<file path="src/rtl/rtc_pkg.sv">
// rtc_pkg: shared constants and BCD helpers for the RTC time keeper.
// Holds the mode encoding, the BCD digit limits and the bit offsets of
// each digit within the packed time word.
package rtc_pkg;

   typedef enum logic [1:0] {
      MODE_RUN     = 2'd0,
      MODE_SET_HR  = 2'd1,
      MODE_SET_MIN = 2'd2
   } mode_e;

   localparam logic [3:0] SEC_T_MAX     = 4'd5;
   localparam logic [3:0] MIN_T_MAX     = 4'd5;
   localparam logic [3:0] HR_T_MAX      = 4'd2;
   localparam logic [3:0] HR_O_MAX_AT_2 = 4'd3;
   localparam logic [3:0] DIGIT_MAX     = 4'd9;

   // Offsets of each 4-bit digit inside time_bcd
   localparam int SEC_O_LSB = 0;
   localparam int SEC_T_LSB = 4;
   localparam int MIN_O_LSB = 8;
   localparam int MIN_T_LSB = 12;
   localparam int HR_O_LSB  = 16;
   localparam int HR_T_LSB  = 20;

   // True when a two-digit BCD field {tens, ones} sits at its last value
   function automatic logic bcd2_at_max(input logic [7:0] v,
                                        input logic [3:0] t_max,
                                        input logic [3:0] o_max);
      return (v[7:4] == t_max) && (v[3:0] == o_max);
   endfunction

   // Increment a two-digit BCD field, wrapping to 00 after {t_max, o_max}.
   // The ones digit always rolls at 9 below the top tens value, which keeps
   // hours correct (09 -> 10, 19 -> 20, 23 -> 00).
   function automatic logic [7:0] bcd2_inc(input logic [7:0] v,
                                           input logic [3:0] t_max,
                                           input logic [3:0] o_max);
      logic [7:0] r;
      if (bcd2_at_max(v, t_max, o_max))
         r = 8'h00;
      else if (v[3:0] == DIGIT_MAX)
         r = {v[7:4] + 4'd1, 4'd0};
      else
         r = {v[7:4], v[3:0] + 4'd1};
      return r;
   endfunction

endpackage

</file>
<file path="src/rtl/btn_debounce.sv">
// btn_debounce: 2-FF synchronizer, counting debouncer and rising-edge
// press pulse for one raw push-button. A change is accepted only after the
// synchronized input has differed from the stable value for
// DEBOUNCE_CYCLES consecutive cycles; raw edge to press pulse is
// 2 + DEBOUNCE_CYCLES cycles.
module btn_debounce #(
   parameter int DEBOUNCE_CYCLES = 1_000_000
) (
   input  logic clk,
   input  logic rst,
   input  logic btn_raw,
   output logic press
);

   localparam int CW = (DEBOUNCE_CYCLES > 1) ? $clog2(DEBOUNCE_CYCLES) : 1;
   localparam logic [CW-1:0] CNT_LAST = CW'(DEBOUNCE_CYCLES - 1);

   logic          sync1_q, sync1_d;
   logic          sync2_q, sync2_d;
   logic          stable_q, stable_d;
   logic          stable_dly_q, stable_dly_d;
   logic [CW-1:0] cnt_q, cnt_d;

   // Synchronizer shift, debounce counter and stable-value update
   always_comb begin
      sync1_d      = btn_raw;
      sync2_d      = sync1_q;
      stable_dly_d = stable_q;
      stable_d     = stable_q;
      cnt_d        = '0;
      if (sync2_q != stable_q) begin
         if (cnt_q == CNT_LAST)
            stable_d = sync2_q;
         else
            cnt_d = cnt_q + 1'b1;
      end
   end

   // State registers, all cleared by reset
   always_ff @(posedge clk) begin
      if (rst) begin
         sync1_q      <= 1'b0;
         sync2_q      <= 1'b0;
         stable_q     <= 1'b0;
         stable_dly_q <= 1'b0;
         cnt_q        <= '0;
      end else begin
         sync1_q      <= sync1_d;
         sync2_q      <= sync2_d;
         stable_q     <= stable_d;
         stable_dly_q <= stable_dly_d;
         cnt_q        <= cnt_d;
      end
   end

   assign press = stable_q & ~stable_dly_q;

endmodule

</file>
<file path="src/rtl/rtc_time_keeper.sv">
// rtc_time_keeper: 1 Hz time base, BCD HH:MM:SS counters and the
// RUN / SET_HR / SET_MIN mode FSM driven by two debounced buttons.
// Optional feature macro RTC_SET_BLINK_EN: blinks the digits being set
// through the registered blank mask; without it blank is tied low.
// CLK_HZ/TICK_HZ must be at least 2.
module rtc_time_keeper
   import rtc_pkg::*;
#(
   parameter int CLK_HZ          = 50_000_000,
   parameter int TICK_HZ         = 1,
   parameter int DEBOUNCE_CYCLES = 1_000_000
) (
   input  logic        clk_50Mhz,
   input  logic        rst,
   input  logic        btn_mode,
   input  logic        btn_inc,
   output logic [23:0] time_bcd,
   output logic        tick_1hz,
   output logic [1:0]  mode,
   output logic [3:0]  blank
);

   localparam int DIV = CLK_HZ / TICK_HZ;
   localparam int PW  = (DIV > 1) ? $clog2(DIV) : 1;
   localparam logic [PW-1:0] PRESC_LAST = PW'(DIV - 1);

   logic          mode_p, inc_p;
   mode_e         state_q, state_d;
   logic [PW-1:0] presc_q, presc_d;
   logic          presc_wrap;
   logic [7:0]    sec_q, sec_d;
   logic [7:0]    min_q, min_d;
   logic [7:0]    hr_q, hr_d;
   logic          tick_q, tick_d;
   logic          enter_set_hr, enter_run, hr_inc, min_inc, run_tick;

   btn_debounce #(.DEBOUNCE_CYCLES(DEBOUNCE_CYCLES)) u_db_mode (
      .clk     (clk_50Mhz),
      .rst     (rst),
      .btn_raw (btn_mode),
      .press   (mode_p)
   );

   btn_debounce #(.DEBOUNCE_CYCLES(DEBOUNCE_CYCLES)) u_db_inc (
      .clk     (clk_50Mhz),
      .rst     (rst),
      .btn_raw (btn_inc),
      .press   (inc_p)
   );

   assign presc_wrap = (presc_q == PRESC_LAST);

   // Mode state register
   always_ff @(posedge clk_50Mhz) begin
      if (rst)
         state_q <= MODE_RUN;
      else
         state_q <= state_d;
   end

   // Next mode and per-cycle actions; a mode press always pre-empts an
   // increment press and a tick landing on the same cycle
   always_comb begin
      state_d      = state_q;
      enter_set_hr = 1'b0;
      enter_run    = 1'b0;
      hr_inc       = 1'b0;
      min_inc      = 1'b0;
      run_tick     = 1'b0;
      case (state_q)
         MODE_RUN: begin
            if (mode_p) begin
               state_d      = MODE_SET_HR;
               enter_set_hr = 1'b1;
            end else begin
               run_tick = presc_wrap;
            end
         end
         MODE_SET_HR: begin
            if (mode_p)
               state_d = MODE_SET_MIN;
            else
               hr_inc = inc_p;
         end
         MODE_SET_MIN: begin
            if (mode_p) begin
               state_d   = MODE_RUN;
               enter_run = 1'b1;
            end else begin
               min_inc = inc_p;
            end
         end
         default: state_d = MODE_RUN;
      endcase
   end

   // Free-running prescaler, restarted on return to RUN so the first tick
   // lands a full period after leaving the set modes
   always_comb begin
      presc_d = presc_q + 1'b1;
      if (presc_wrap || enter_run)
         presc_d = '0;
   end

   // BCD time update: ripple carry on a tick, direct field edits while setting
   always_comb begin
      sec_d  = sec_q;
      min_d  = min_q;
      hr_d   = hr_q;
      tick_d = run_tick;
      if (run_tick) begin
         sec_d = bcd2_inc(sec_q, SEC_T_MAX, DIGIT_MAX);
         if (bcd2_at_max(sec_q, SEC_T_MAX, DIGIT_MAX)) begin
            min_d = bcd2_inc(min_q, MIN_T_MAX, DIGIT_MAX);
            if (bcd2_at_max(min_q, MIN_T_MAX, DIGIT_MAX))
               hr_d = bcd2_inc(hr_q, HR_T_MAX, HR_O_MAX_AT_2);
         end
      end
      if (enter_set_hr)
         sec_d = 8'h00;
      if (hr_inc)
         hr_d = bcd2_inc(hr_q, HR_T_MAX, HR_O_MAX_AT_2);
      if (min_inc)
         min_d = bcd2_inc(min_q, MIN_T_MAX, DIGIT_MAX);
   end

   // Datapath registers
   always_ff @(posedge clk_50Mhz) begin
      if (rst) begin
         presc_q <= '0;
         sec_q   <= 8'h00;
         min_q   <= 8'h00;
         hr_q    <= 8'h00;
         tick_q  <= 1'b0;
      end else begin
         presc_q <= presc_d;
         sec_q   <= sec_d;
         min_q   <= min_d;
         hr_q    <= hr_d;
         tick_q  <= tick_d;
      end
   end

`ifdef RTC_SET_BLINK_EN
   localparam logic [PW-1:0] PRESC_HALF = PW'(DIV / 2);

   logic [3:0] blank_q, blank_d;

   // Blank the field being edited during the second half of each period;
   // computed from next-state values so blank_q lines up with presc_q
   always_comb begin
      blank_d = 4'b0000;
      if (presc_d >= PRESC_HALF) begin
         case (state_d)
            MODE_SET_HR:  blank_d = 4'b1100;
            MODE_SET_MIN: blank_d = 4'b0011;
            default:      blank_d = 4'b0000;
         endcase
      end
   end

   // Blank mask register
   always_ff @(posedge clk_50Mhz) begin
      if (rst)
         blank_q <= 4'b0000;
      else
         blank_q <= blank_d;
   end

   assign blank = blank_q;
`else
   assign blank = 4'b0000;
`endif

   assign time_bcd[HR_T_LSB  +: 4] = hr_q[7:4];
   assign time_bcd[HR_O_LSB  +: 4] = hr_q[3:0];
   assign time_bcd[MIN_T_LSB +: 4] = min_q[7:4];
   assign time_bcd[MIN_O_LSB +: 4] = min_q[3:0];
   assign time_bcd[SEC_T_LSB +: 4] = sec_q[7:4];
   assign time_bcd[SEC_O_LSB +: 4] = sec_q[3:0];
   assign tick_1hz = tick_q;
   assign mode     = state_q;

endmodule

</file>
<file path="config.mk">
export PLATFORM = sky130hd
export DESIGN_NAME = rtc_time_keeper
export DESIGN_NICKNAME = d
export VERILOG_FILES = /design/src/rtl/rtc_pkg.sv /design/src/rtl/btn_debounce.sv /design/src/rtl/rtc_time_keeper.sv
export SDC_FILE = /design/constraint.sdc
export NUM_CORES = 1
export LEC_CHECK = 0
export ABC_AREA = 1
export BUFFER_PORTS_ARGS = -buffer_cell sky130_fd_sc_hd__buf_2
export CORE_MARGIN = 2
export CORE_UTILIZATION = 61
export CTS_CLUSTER_DIAMETER = 30
export CTS_CLUSTER_SIZE = 28
export DETAILED_ROUTE_END_ITERATION = 16
export GPL_TIMING_DRIVEN = 0
export PLACE_DENSITY = 0.9
export SLEW_MARGIN = 20
export SYNTH_ARGS = -nofsm -noshare
export SYNTH_HDL_FRONTEND = slang
export SYNTH_SLANG_ARGS = --single-unit
</file>
<file path="constraint.sdc">
create_clock -name clk_50Mhz -period 2.15 [get_ports clk_50Mhz]
set_input_delay 0.215 -clock clk_50Mhz [delete_from_list [all_inputs] [get_ports clk_50Mhz]]
set_output_delay 0.215 -clock clk_50Mhz [all_outputs]
set_load 0.1 [all_outputs]
</file>
==> summary.txt, run 1 <==
H-tree lvl count: 3
Worst skew pair latency: 0.36 ns
First element of the critical path: u_db_inc.cnt_q[0]$_SDFF_PP0_
Setup skew after layout: 0.0126 ns
Warnings, synthesis: 0
Synth-to-Final Area Change: 9.42%
Actual slew at the worst max-slew pin: 0.516 ns
Setup Viol. Count Final: 0
Total GRT Usage: 0.250
Run status: finished, final reports clean
Clock tree from TritonCTS: yes
Final HPWL from detailed placement: 8360 um
Kind of end point of the critical path: flip-flop
Seq/Total Area, Yosys: 0.388
Synthesized area per cell: 7.05 um2
Number of different library cells in the post-synthesis netlist: 43
Post-Synthesis Cells: 738
DR iter-0 viols: 302
Number of endpoints with negative hold slack in the final report: 0
Netlist area before placement: 5210 um2
Buffer type at the clock tree root: sky130_fd_sc_hd__clkbuf_8
Core area: 8260 um2
Final number of max-transition violations: 0
Antenna-violating nets left: 0
Data arrival, critical path: 2.18 ns
Power density cells: 556 nW/um2
Startpoint-to-endpoint class of the critical path: flip-flop to flip-flop
Share of post-route cells with drive strength above 1: 0.139
Setup Fix Bufs, Post-CTS: 0
Total of buffers placed on input and output ports: 30
Count of maximum capacitance violations: 0
Fraction of the cycle the final worst path needs: 0.895
Worst slew margin: 0.651
Fill cell total of the finished layout: 694
Max Root-Sink Buffers: 2
Vias in the first global route: 4463
Cells taking the most area after synthesis: sky130_fd_sc_hd__dfxtp_1, sky130_fd_sc_hd__nand2_1, sky130_fd_sc_hd__nor2_1
Cell type with the highest aggregate area in the netlist: sky130_fd_sc_hd__dfxtp_1
Worst Path Required: 2.40 ns
Row count: 33
Vias: 4833
Clock Pin Slew Worst Setup and Hold Paths: 0.10 ns
First drt pass iteration count: 5
Avg Vias per Cell: 5.42
Tmin final: 1.92 ns
Total Negative Setup Slacks: 0 ns
Hold Buf Count CTS: 0
Antenna diode instance count: 0
Number of buffers created by CTS: 9
Remaining design rule violation count: 0
Final Hold Slack: 0.0664 ns
Max Clk Rate: 0.520 GHz
Initial standard-cell utilization of the core: 0.630
Number of clock sinks: 101
Antenna violations before repair: 0
Routability congestion estimate from global placement: 0.894
Vertical die dimension: 96.4 um
Min-delay src: btn_inc
Horizontal die dimension: 96.4 um
Critical path fanouts, max: 10
Number of top-level design ports: 35
Hold/Removal Path Class: primary input to flip-flop
Register bit count reported by yosys: 101
Average routed wire per standard cell: 12.6 um
Total length of routed wires: 11200 um
Launching element type of the critical path: flip-flop
Largest net degree at the start of global routing: 17
Startpoint of the worst-slack reg-to-reg timing path: u_db_inc.cnt_q[0]$_SDFF_PP0_
Post-CTS sizing: 0
Global-route wire length before repair: 18800 um
Leakage power figure: 2.23 nW
Yosys top cell area share: 0.388
Worst IR Drop VDD: 0.443 mV
Aggregate global routing overflow: 0
Total Nets Final: 801
Area of the die: 9290 um2
Setup repair after global routing missed its margin: false
[state kept, by name, summed over array words and instances (netlist names), 2 cells and up]
signal and cells:
min_q 8, presc_q 26, u_db_inc.cnt_q 20, sec_q 8
mode 2, u_db_mode.cnt_q 20, hr_q 8
[placed cells by master, fill, tap and decap left out, types with 10 or more instances in the layout]
cell type / netlist / routed
sky130_fd_sc_hd__nand2_1: 142 / 142
sky130_fd_sc_hd__nor2_1: 114 / 114
sky130_fd_sc_hd__inv_1: 94 / 94
sky130_fd_sc_hd__dfxtp_1: 101 / 93
sky130_fd_sc_hd__nand3_1: 48 / 48
sky130_fd_sc_hd__a21oi_1: 38 / 38
sky130_fd_sc_hd__buf_2: 3 / 33
sky130_fd_sc_hd__nor3_1: 31 / 31
sky130_fd_sc_hd__nand4_1: 21 / 21
sky130_fd_sc_hd__ha_1: 15 / 15
sky130_fd_sc_hd__nand2_2: 13 / 13
sky130_fd_sc_hd__xor2_1: 12 / 12
sky130_fd_sc_hd__o21ai_0: 11 / 11
sky130_fd_sc_hd__nor2_2: 10 / 10
[path summary, 6_finish.rpt]
check | endpoint | slack [ns] | depth (start not counted)
setup / recovery | u_db_inc.cnt_q[3]$_SDFF_PP0_ | 0.23 | 9
hold / removal | u_db_inc.sync1_q$_SDFF_PP0_ | 0.07 | 3
setup reg to reg | u_db_inc.cnt_q[3]$_SDFF_PP0_ | 0.23 | 9
hold reg to reg | u_db_inc.sync2_q$_SDFF_PP0_ | 0.41 | 2
[cells by family (layout without fill, tap and decap cells)]
group | Yosys count | after routing | share of synthesized area
AO/OA/AOI/OAI | 63 | 63 | 0.0695
XOR/XNOR | 21 | 21 | 0.0353
adder cells (fa/ha/maj) | 15 | 15 | 0.0360
buffers and inverters | 112 | 157 | 0.0858
flip-flops | 101 | 101 | 0.388
other | 1 | 4 | 0.000720
AND/OR/NAND/NOR | 425 | 425 | 0.384
[worst max-delay path: stages (launching register included)]
cell and delay [ns]:
sky130_fd_sc_hd__dfxtp_1 0.39, sky130_fd_sc_hd__ha_1 0.18, sky130_fd_sc_hd__nand2_1 0.11, sky130_fd_sc_hd__nor2_2 0.16, sky130_fd_sc_hd__nand2_1 0.09, sky130_fd_sc_hd__inv_1 0.07, sky130_fd_sc_hd__nand4_1 0.22, sky130_fd_sc_hd__nand2_2 0.29
sky130_fd_sc_hd__buf_4 0.23, sky130_fd_sc_hd__a21oi_1 0.07
[synth_stat cells (all sizes together)]
| library cell | number |
|---|---|
| o21bai | 1 |
| clkbuf | 3 |
| nand4 | 21 |
| nand2 | 156 |
| buf | 9 |
| a211oi | 2 |
| conb | 1 |
| nor3 | 32 |
| o21a | 2 |
| o21ai | 12 |
| or2 | 9 |
| nor4b | 1 |
| a31oi | 1 |
| a221oi | 1 |
| nor2 | 126 |
| inv | 98 |
| o31ai | 2 |
| xor2 | 12 |
| and3 | 3 |
| nand3b | 5 |
| clkinv | 2 |
| ha | 15 |
| dfxtp | 101 |
| nor4 | 8 |
| xnor2 | 9 |
| a21o | 1 |
| a21oi | 38 |
| a22oi | 2 |
| nand3 | 53 |
| o211ai | 1 |
| nor3b | 11 |
[stage by stage]
stage	utilization	area [um2]	cells	setup WS [ns]	power, mW
finish	0.690	5700	891	0.226	3.17
global route	0.690	5700	891	0.00342	3.28
CTS	0.690	5700	891	0.232	3.18
detailed placement	0.667	5510	876	0.256	2.03
global placement	0.667	5510	876	0.271	2.02
floorplan	-	5230	741	0.00821	2.00
[layout make-up]
cell class                 count  area, um2  share of cell area
multi-input combinational    528       2750               0.483
sequential                   101       2030               0.357
inverter                     100        375              0.0659
timing repair buffer          30        150              0.0264
tap                          105        131              0.0231
clock buffer                   9        124              0.0217
buffer                        12       71.3              0.0125
clock inverter                 6       63.8              0.0112
[power breakdown]
group / total (mW) / internal, mW / switching [mW]
sequential: 1.89 / 1.88 / 0.00724
clock: 1.19 / 0.533 / 0.655
combinational: 0.0967 / 0.0217 / 0.0750
total: 3.17 / 2.43 / 0.737
[metal layers]
metal | up-vias | global-route usage | share of wire
li1 | 2453 | - | -
met1 | 2213 | 0.308 | 0.44
met2 | 153 | 0.443 | 0.49
met3 | 14 | 0.0543 | 0.063
met4 | 0 | 0.0681 | 0.012
met5 | - | 0 | 0
Power figures use the tool's default switching activity.
==> run 2: changes to the inputs <==
Settings changed: PLACE_DENSITY 0.9 to 0.86.
==> summary.txt, run 2 (synthesis gave the netlist of run 1 again) <==
Run status: finished, final reports clean
First drt pass iteration count: 4 (-1)
Total GRT Usage: 0.251 (+0.000574)
Hold/Removal Path Class: primary input to flip-flop
Area of the die: 9290 um2 (unchanged)
Total length of routed wires: 11000 um (-2.0%)
Final setup slack of the worst path: 0.244 ns (+0.0172 ns)
Post-CTS sizing: 0 (unchanged)
Power share of the combinational group: 0.029 (-0.002)
Setup repair after global routing missed its margin: false
Buffer type at the clock tree root: sky130_fd_sc_hd__clkbuf_8
Initial standard-cell utilization of the core: 0.630 (unchanged)
Synth-to-Final Area Change: 10.1%
Avg Vias per Cell: 5.34 (-1.6%)
Data arrival, critical path: 2.16 ns (-0.02 ns)
Seq pwr share: 0.567 (-0.028)
Antenna violations before repair: 0 (unchanged)
Critical path fanouts, max: 10 (unchanged)
First element of the critical path: presc_q[0]$_SDFF_PP0_
Largest net degree at the start of global routing: 18 (+1)
Setup Viol. Count Final: 0 (unchanged)
Total Power: 3.32 mW (+4.9%)
Worst Path Required: 2.41 ns (about the same)
Routability congestion estimate from global placement: 0.942 (+5.4%)
Antenna diode instance count: 0 (unchanged)
Number of endpoints with negative hold slack in the final report: 0 (unchanged)
Worst IR Drop VDD: 0.405 mV (-8.6%)
Horizontal die dimension: 96.4 um (unchanged)
Launching element type of the critical path: flip-flop
Top library cells by usage in the layout, fill and taps aside: sky130_fd_sc_hd__nand2_1, sky130_fd_sc_hd__nor2_1, sky130_fd_sc_hd__inv_1
Minimum setup slack among reg-to-reg paths: 0.24 ns (+0.02 ns)
Global-route wire length before repair: 18700 um (-0.55%)
Count of maximum capacitance violations: 0 (unchanged)
Vertical die dimension: 96.4 um (unchanged)
Switching Share: 0.227 (-0.00530)
Worst setup path endpoint: presc_q[14]$_SDFF_PP0_
Setup Fix Bufs, Post-CTS: 0 (unchanged)
Startpoint of the worst-slack reg-to-reg timing path: presc_q[0]$_SDFF_PP0_
Row count: 33 (unchanged)
Most common cell after layout, fill and taps aside: sky130_fd_sc_hd__nand2_1
Hold Buf Count CTS: 0 (unchanged)
Max Clk Rate: 0.525 GHz (+0.90%)
Post-placement cell count: 876 (unchanged)
Total of buffers placed on input and output ports: 30 (unchanged)
Fraction of the cycle the final worst path needs: 0.887 (-0.00800)
Final number of max-transition violations: 0 (unchanged)
Clock Pin Slew Worst Setup and Hold Paths: 0.10 ns (about the same)
Max FFs per register: 26 (unchanged)
Core area: 8260 um2 (unchanged)
Non-filler instance count after layout: 892 (+0.11%)
Number of top-level design ports: 35 (unchanged)
Reg-to-reg endpoint: presc_q[14]$_SDFF_PP0_
H-tree lvl count: 3 (unchanged)
Power density cells: 580 nW/um2 (+4.2%)
Placed instance area: 5510 um2 (unchanged)
Number of buffers created by CTS: 9 (unchanged)
Worst skew pair latency: 0.37 ns (about the same)
Sw power: 0.756 mW (+2.5%)
DP Worst Slack: 0.241 ns (-0.0158 ns)
Share of power burned in the clock network: 0.404 (+0.029)
Clock tree from TritonCTS: yes
Startpoint-to-endpoint class of the critical path: flip-flop to flip-flop
Register name with the most flops: presc_q
Total Negative Setup Slacks: 0 ns (unchanged)
Post-route cell area: 5730 um2 (+0.64%)
Largest registers: presc_q (26), u_db_inc.cnt_q (20), u_db_mode.cnt_q (20)
Kind of end point of the critical path: flip-flop
Number of clock sinks: 101 (unchanged)
Average routed wire per standard cell: 12.3 um (-2.1%)
Vias in the first global route: 4492 (+0.65%)
Internal portion of total power: 2.57 mW (+5.6%)
Final HPWL from detailed placement: 8300 um (-0.76%)
Remaining design rule violation count: 0 (unchanged)
Tmin final: 1.91 ns (-0.0172 ns)
DR iter-0 viols: 189 (-37%)
Leakage power figure: 2.24 nW (+0.77%)
Logic depth of the worst register-to-register path: 11 (+2)
Max Root-Sink Buffers: 2 (unchanged)
Vias: 4760 (-1.5%)
Total Nets Final: 801 (unchanged)
Setup skew after layout: 0.0135 ns (+0.000978 ns)
Aggregate global routing overflow: 0 (unchanged)
Share of post-route cells with drive strength above 1: 0.139 (-0.000176)
Antenna-violating nets left: 0 (unchanged)
==> run 2: cell types whose count changed in the layout (fill, tap and decap cells not counted) <==
cell | before | now
sky130_fd_sc_hd__clkinv_2 | 2 | 0
sky130_fd_sc_hd__clkinv_4 | 0 | 2
sky130_fd_sc_hd__bufinv_16 | 1 | 2
sky130_fd_sc_hd__clkbuf_1 | 3 | 4
sky130_fd_sc_hd__clkinvlp_4 | 2 | 1
sky130_fd_sc_hd__inv_6 | 1 | 0
sky130_fd_sc_hd__inv_8 | 0 | 1
==> run 2: layer usage <==
metal,wire [um],part of all wire,global-route usage
met1,4930,0.45,0.291
met2,5410,0.49,0.453
met3,475,0.043,0.0590
met4,149,0.014,0.0869
met5,0,0,0
==> run 2: how the worst min path moves through the flow <==
stage,start,to,cells after the start
floorplan,btn_inc,u_db_inc.sync1_q$_SDFF_PP0_,2
global placement,u_db_inc.sync1_q$_SDFF_PP0_,u_db_inc.sync2_q$_SDFF_PP0_,2
detailed placement,u_db_mode.sync1_q$_SDFF_PP0_,u_db_mode.sync2_q$_SDFF_PP0_,2
CTS,btn_inc,u_db_inc.sync1_q$_SDFF_PP0_,3
global route,btn_inc,u_db_inc.sync1_q$_SDFF_PP0_,3
finish,btn_inc,u_db_inc.sync1_q$_SDFF_PP0_,3
==> run 2: critical path, stage by stage, from the launching register on <==
cell	delay [ns]
sky130_fd_sc_hd__dfxtp_1	0.38
sky130_fd_sc_hd__ha_1	0.20
sky130_fd_sc_hd__nand2_2	0.09
sky130_fd_sc_hd__inv_2	0.07
sky130_fd_sc_hd__nand2_1	0.07
sky130_fd_sc_hd__nor2_1	0.12
sky130_fd_sc_hd__nand2_1	0.08
sky130_fd_sc_hd__nor2_2	0.12
sky130_fd_sc_hd__nor2_1	0.05
sky130_fd_sc_hd__nand2_1	0.23
sky130_fd_sc_hd__buf_2	0.30
sky130_fd_sc_hd__nor2_1	0.08
==> run 2: power groups by stage <==
stage	Combinational (mW)	Sequential [mW]	Clock (mW)
after floorplan	0.0773	1.93	0
after global placement	0.0941	1.93	0
after detailed placement	0.0966	1.93	0
after CTS	0.0975	1.89	1.37
after global routing	0.107	1.89	1.43
final	0.0969	1.89	1.34
==> run 2: final cells by class <==
cell class / count / area [um2]
fill: 722 / 2520
tap: 105 / 131
inverter: 100 / 375
buffer: 12 / 71.3
timing repair buffer: 30 / 150
multi-input combinational: 528 / 2750
sequential: 101 / 2030
clock inverter: 6 / 96.3
clock buffer: 10 / 128
==> run 2: through the flow <==
stage / util / hold WS (ns)
floorplan: - / 0.322
global placement: 0.667 / 0.391
detailed placement: 0.667 / 0.406
CTS: 0.694 / 0.0471
global route: 0.694 / 0.0391
finish: 0.694 / 0.0616
==> run 3: changes to the inputs <==
Settings changed: CELL_PAD_IN_SITES_DETAIL_PLACEMENT from default to 0, CELL_PAD_IN_SITES_GLOBAL_PLACEMENT from default to 1, CORE_UTILIZATION 61 to 44, PLACE_DENSITY 0.86 to default, PLACE_DENSITY_LB_ADDON from default to 0.1.
==> summary.txt, run 3 (synthesis gave the netlist of run 1 again) <==
Run status: finished, final reports clean
First drt pass iteration count: 4 (unchanged)
Most common cell after layout, fill and taps aside: sky130_fd_sc_hd__nand2_1
Average routed wire per standard cell: 12.0 um (-2.8%)
Post-placement cell count: 914 (+4.3%)
Number of endpoints with negative hold slack in the final report: 0 (unchanged)
Fraction of the cycle the final worst path needs: 0.891 (+0.00407)
Fill cell total of the finished layout: 1166 (+61%)
Remaining design rule violation count: 0 (unchanged)
Launching element type of the critical path: flip-flop
Worst skew pair latency: 0.35 ns (-0.02 ns)
Critical path fanouts, max: 10 (unchanged)
Antenna diode instance count: 0 (unchanged)
Clock tree from TritonCTS: yes
Seq pwr share: 0.541 (-0.026)
Synth-to-Final Area Change: 11.9%
Share of power burned in the clock network: 0.432 (+0.028)
Internal portion of total power: 2.72 mW (+5.9%)
Total Negative Setup Slacks: 0 ns (unchanged)
DR iter-0 viols: 251 (+33%)
Max Clk Rate: 0.522 GHz (-0.46%)
Largest registers: presc_q (26), u_db_inc.cnt_q (20), u_db_mode.cnt_q (20)
Hold Buf Count CTS: 0 (unchanged)
Share of post-route cells with drive strength above 1: 0.136 (-0.00254)
Vias in the first global route: 4376 (-2.6%)
Max FFs per register: 26 (unchanged)
Setup repair after global routing missed its margin: false
Global-route wire length before repair: 19500 um (+4.3%)
Worst Path Required: 2.39 ns (-0.02 ns)
Number of clock sinks: 101 (unchanged)
Worst IR Drop VDD: 0.535 mV (+32%)
Row count: 39 (+18%)
Initial standard-cell utilization of the core: 0.454 (-0.176)
Startpoint-to-endpoint class of the critical path: flip-flop to flip-flop
Largest net degree at the start of global routing: 16 (-2)
Sw power: 0.769 mW (+1.8%)
Aggregate global routing overflow: 0 (unchanged)
Number of top-level design ports: 35 (unchanged)
Clock Pin Slew Worst Setup and Hold Paths: 0.07 ns (-0.03 ns)
Power share of the combinational group: 0.028 (about the same)
Leakage power figure: 2.26 nW (+0.95%)
Area of the die: 12700 um2 (+37%)
Buffer type at the clock tree root: sky130_fd_sc_hd__clkbuf_16
Setup skew after layout: 0.00906 ns (-0.00448 ns)
Post-CTS sizing: 0 (unchanged)
Power density cells: 598 nW/um2 (+3.2%)
Routability congestion estimate from global placement: 0.859 (-8.9%)
Avg Vias per Cell: 4.93 (-7.7%)
Core area: 11500 um2 (+39%)
Setup Fix Bufs, Post-CTS: 0 (unchanged)
Top library cells by usage in the layout, fill and taps aside: sky130_fd_sc_hd__nand2_1, sky130_fd_sc_hd__nor2_1, sky130_fd_sc_hd__inv_1
Count of maximum capacitance violations: 0 (unchanged)
Total length of routed wires: 11100 um (+1.4%)
Final HPWL from detailed placement: 8600 um (+3.6%)
H-tree lvl count: 3 (unchanged)
Non-filler instance count after layout: 930 (+4.3%)
Data arrival, critical path: 2.15 ns (about the same)
Total of buffers placed on input and output ports: 30 (unchanged)
Vertical die dimension: 113 um (+17%)
Register name with the most flops: presc_q
Kind of end point of the critical path: flip-flop
Total GRT Usage: 0.186 (-0.0645)
Hold/Removal Path Class: primary input to flip-flop
Final number of max-transition violations: 0 (unchanged)
Tmin final: 1.92 ns (+0.00874 ns)
Max Root-Sink Buffers: 2 (unchanged)
Antenna-violating nets left: 0 (unchanged)
Horizontal die dimension: 113 um (+17%)
Vias: 4583 (-3.7%)
Number of buffers created by CTS: 9 (unchanged)
Switching Share: 0.220 (-0.00684)
Antenna violations before repair: 0 (unchanged)
Total Nets Final: 801 (unchanged)
Setup Viol. Count Final: 0 (unchanged)
==> run 3: worst paths after layout <==
path                                              startpoint                           end  slack [ns]  cells past startpoint
worst min register to register  u_db_mode.sync1_q$_SDFF_PP0_  u_db_mode.sync2_q$_SDFF_PP0_        0.41                      2
worst min-delay path                                 btn_inc   u_db_inc.sync1_q$_SDFF_PP0_        0.07                      3
worst max-delay path                   presc_q[0]$_SDFF_PP0_        presc_q[15]$_SDFF_PP0_        0.23                     11
worst max register to register         presc_q[0]$_SDFF_PP0_        presc_q[15]$_SDFF_PP0_        0.23                     11
==> run 3: stage by stage <==
step | cell area [um2] | utilization | hold slack, ns | worst slack (ns) | total power, mW
2_1_floorplan | 5230 | - | 0.322 | 0.00821 | 2.00
3_3_place_gp | 5560 | 0.485 | 0.396 | 0.213 | 2.02
3_5_place_dp | 5560 | 0.485 | 0.399 | 0.184 | 2.03
4_1_cts | 5830 | 0.508 | 0.0588 | 0.182 | 3.55
5_1_grt | 5830 | 0.508 | 0.0711 | 0.000261 | 3.62
6_report | 5830 | 0.508 | 0.0700 | 0.235 | 3.49
==> run 3: metal layers <==
metal	vias to the layer above	wire length, um	track usage
met5	-	0	0
met1	2062	5470	0.236
li1	2463	-	-
met3	12	433	0.0541
met4	0	140	0.0715
met2	46	5080	0.302
==> run 3: power by group through the flow <==
stage / clock network (mW) / registers, mW / logic [mW]
CTS: 1.57 / 1.89 / 0.0980
detailed placement: 0 / 1.93 / 0.0978
global placement: 0 / 1.93 / 0.0963
floorplan: 0 / 1.93 / 0.0773
global route: 1.63 / 1.89 / 0.107
finish: 1.51 / 1.89 / 0.0961
==> run 3: area by class of cell <==
cell class	instances	area [um2]	area share
buffer	12	71.3	0.0122
clock buffer	13	250	0.0429
clock inverter	3	21.3	0.00365
inverter	100	375	0.0644
multi-input combinational	528	2750	0.472
sequential	101	2030	0.349
tap	143	179	0.0307
timing repair buffer	30	150	0.0258
==> run 3: critical path, cell delays in order, from the launching register on <==
cell and delay (ns):
sky130_fd_sc_hd__dfxtp_1 0.37, sky130_fd_sc_hd__ha_1 0.20, sky130_fd_sc_hd__nand2_2 0.10, sky130_fd_sc_hd__inv_2 0.07, sky130_fd_sc_hd__nand2_1 0.06, sky130_fd_sc_hd__nor2_1 0.12, sky130_fd_sc_hd__nand2_1 0.09, sky130_fd_sc_hd__nor2_2 0.13
sky130_fd_sc_hd__nor2_1 0.06, sky130_fd_sc_hd__nand2_1 0.22, sky130_fd_sc_hd__buf_2 0.31, sky130_fd_sc_hd__nor2_1 0.08
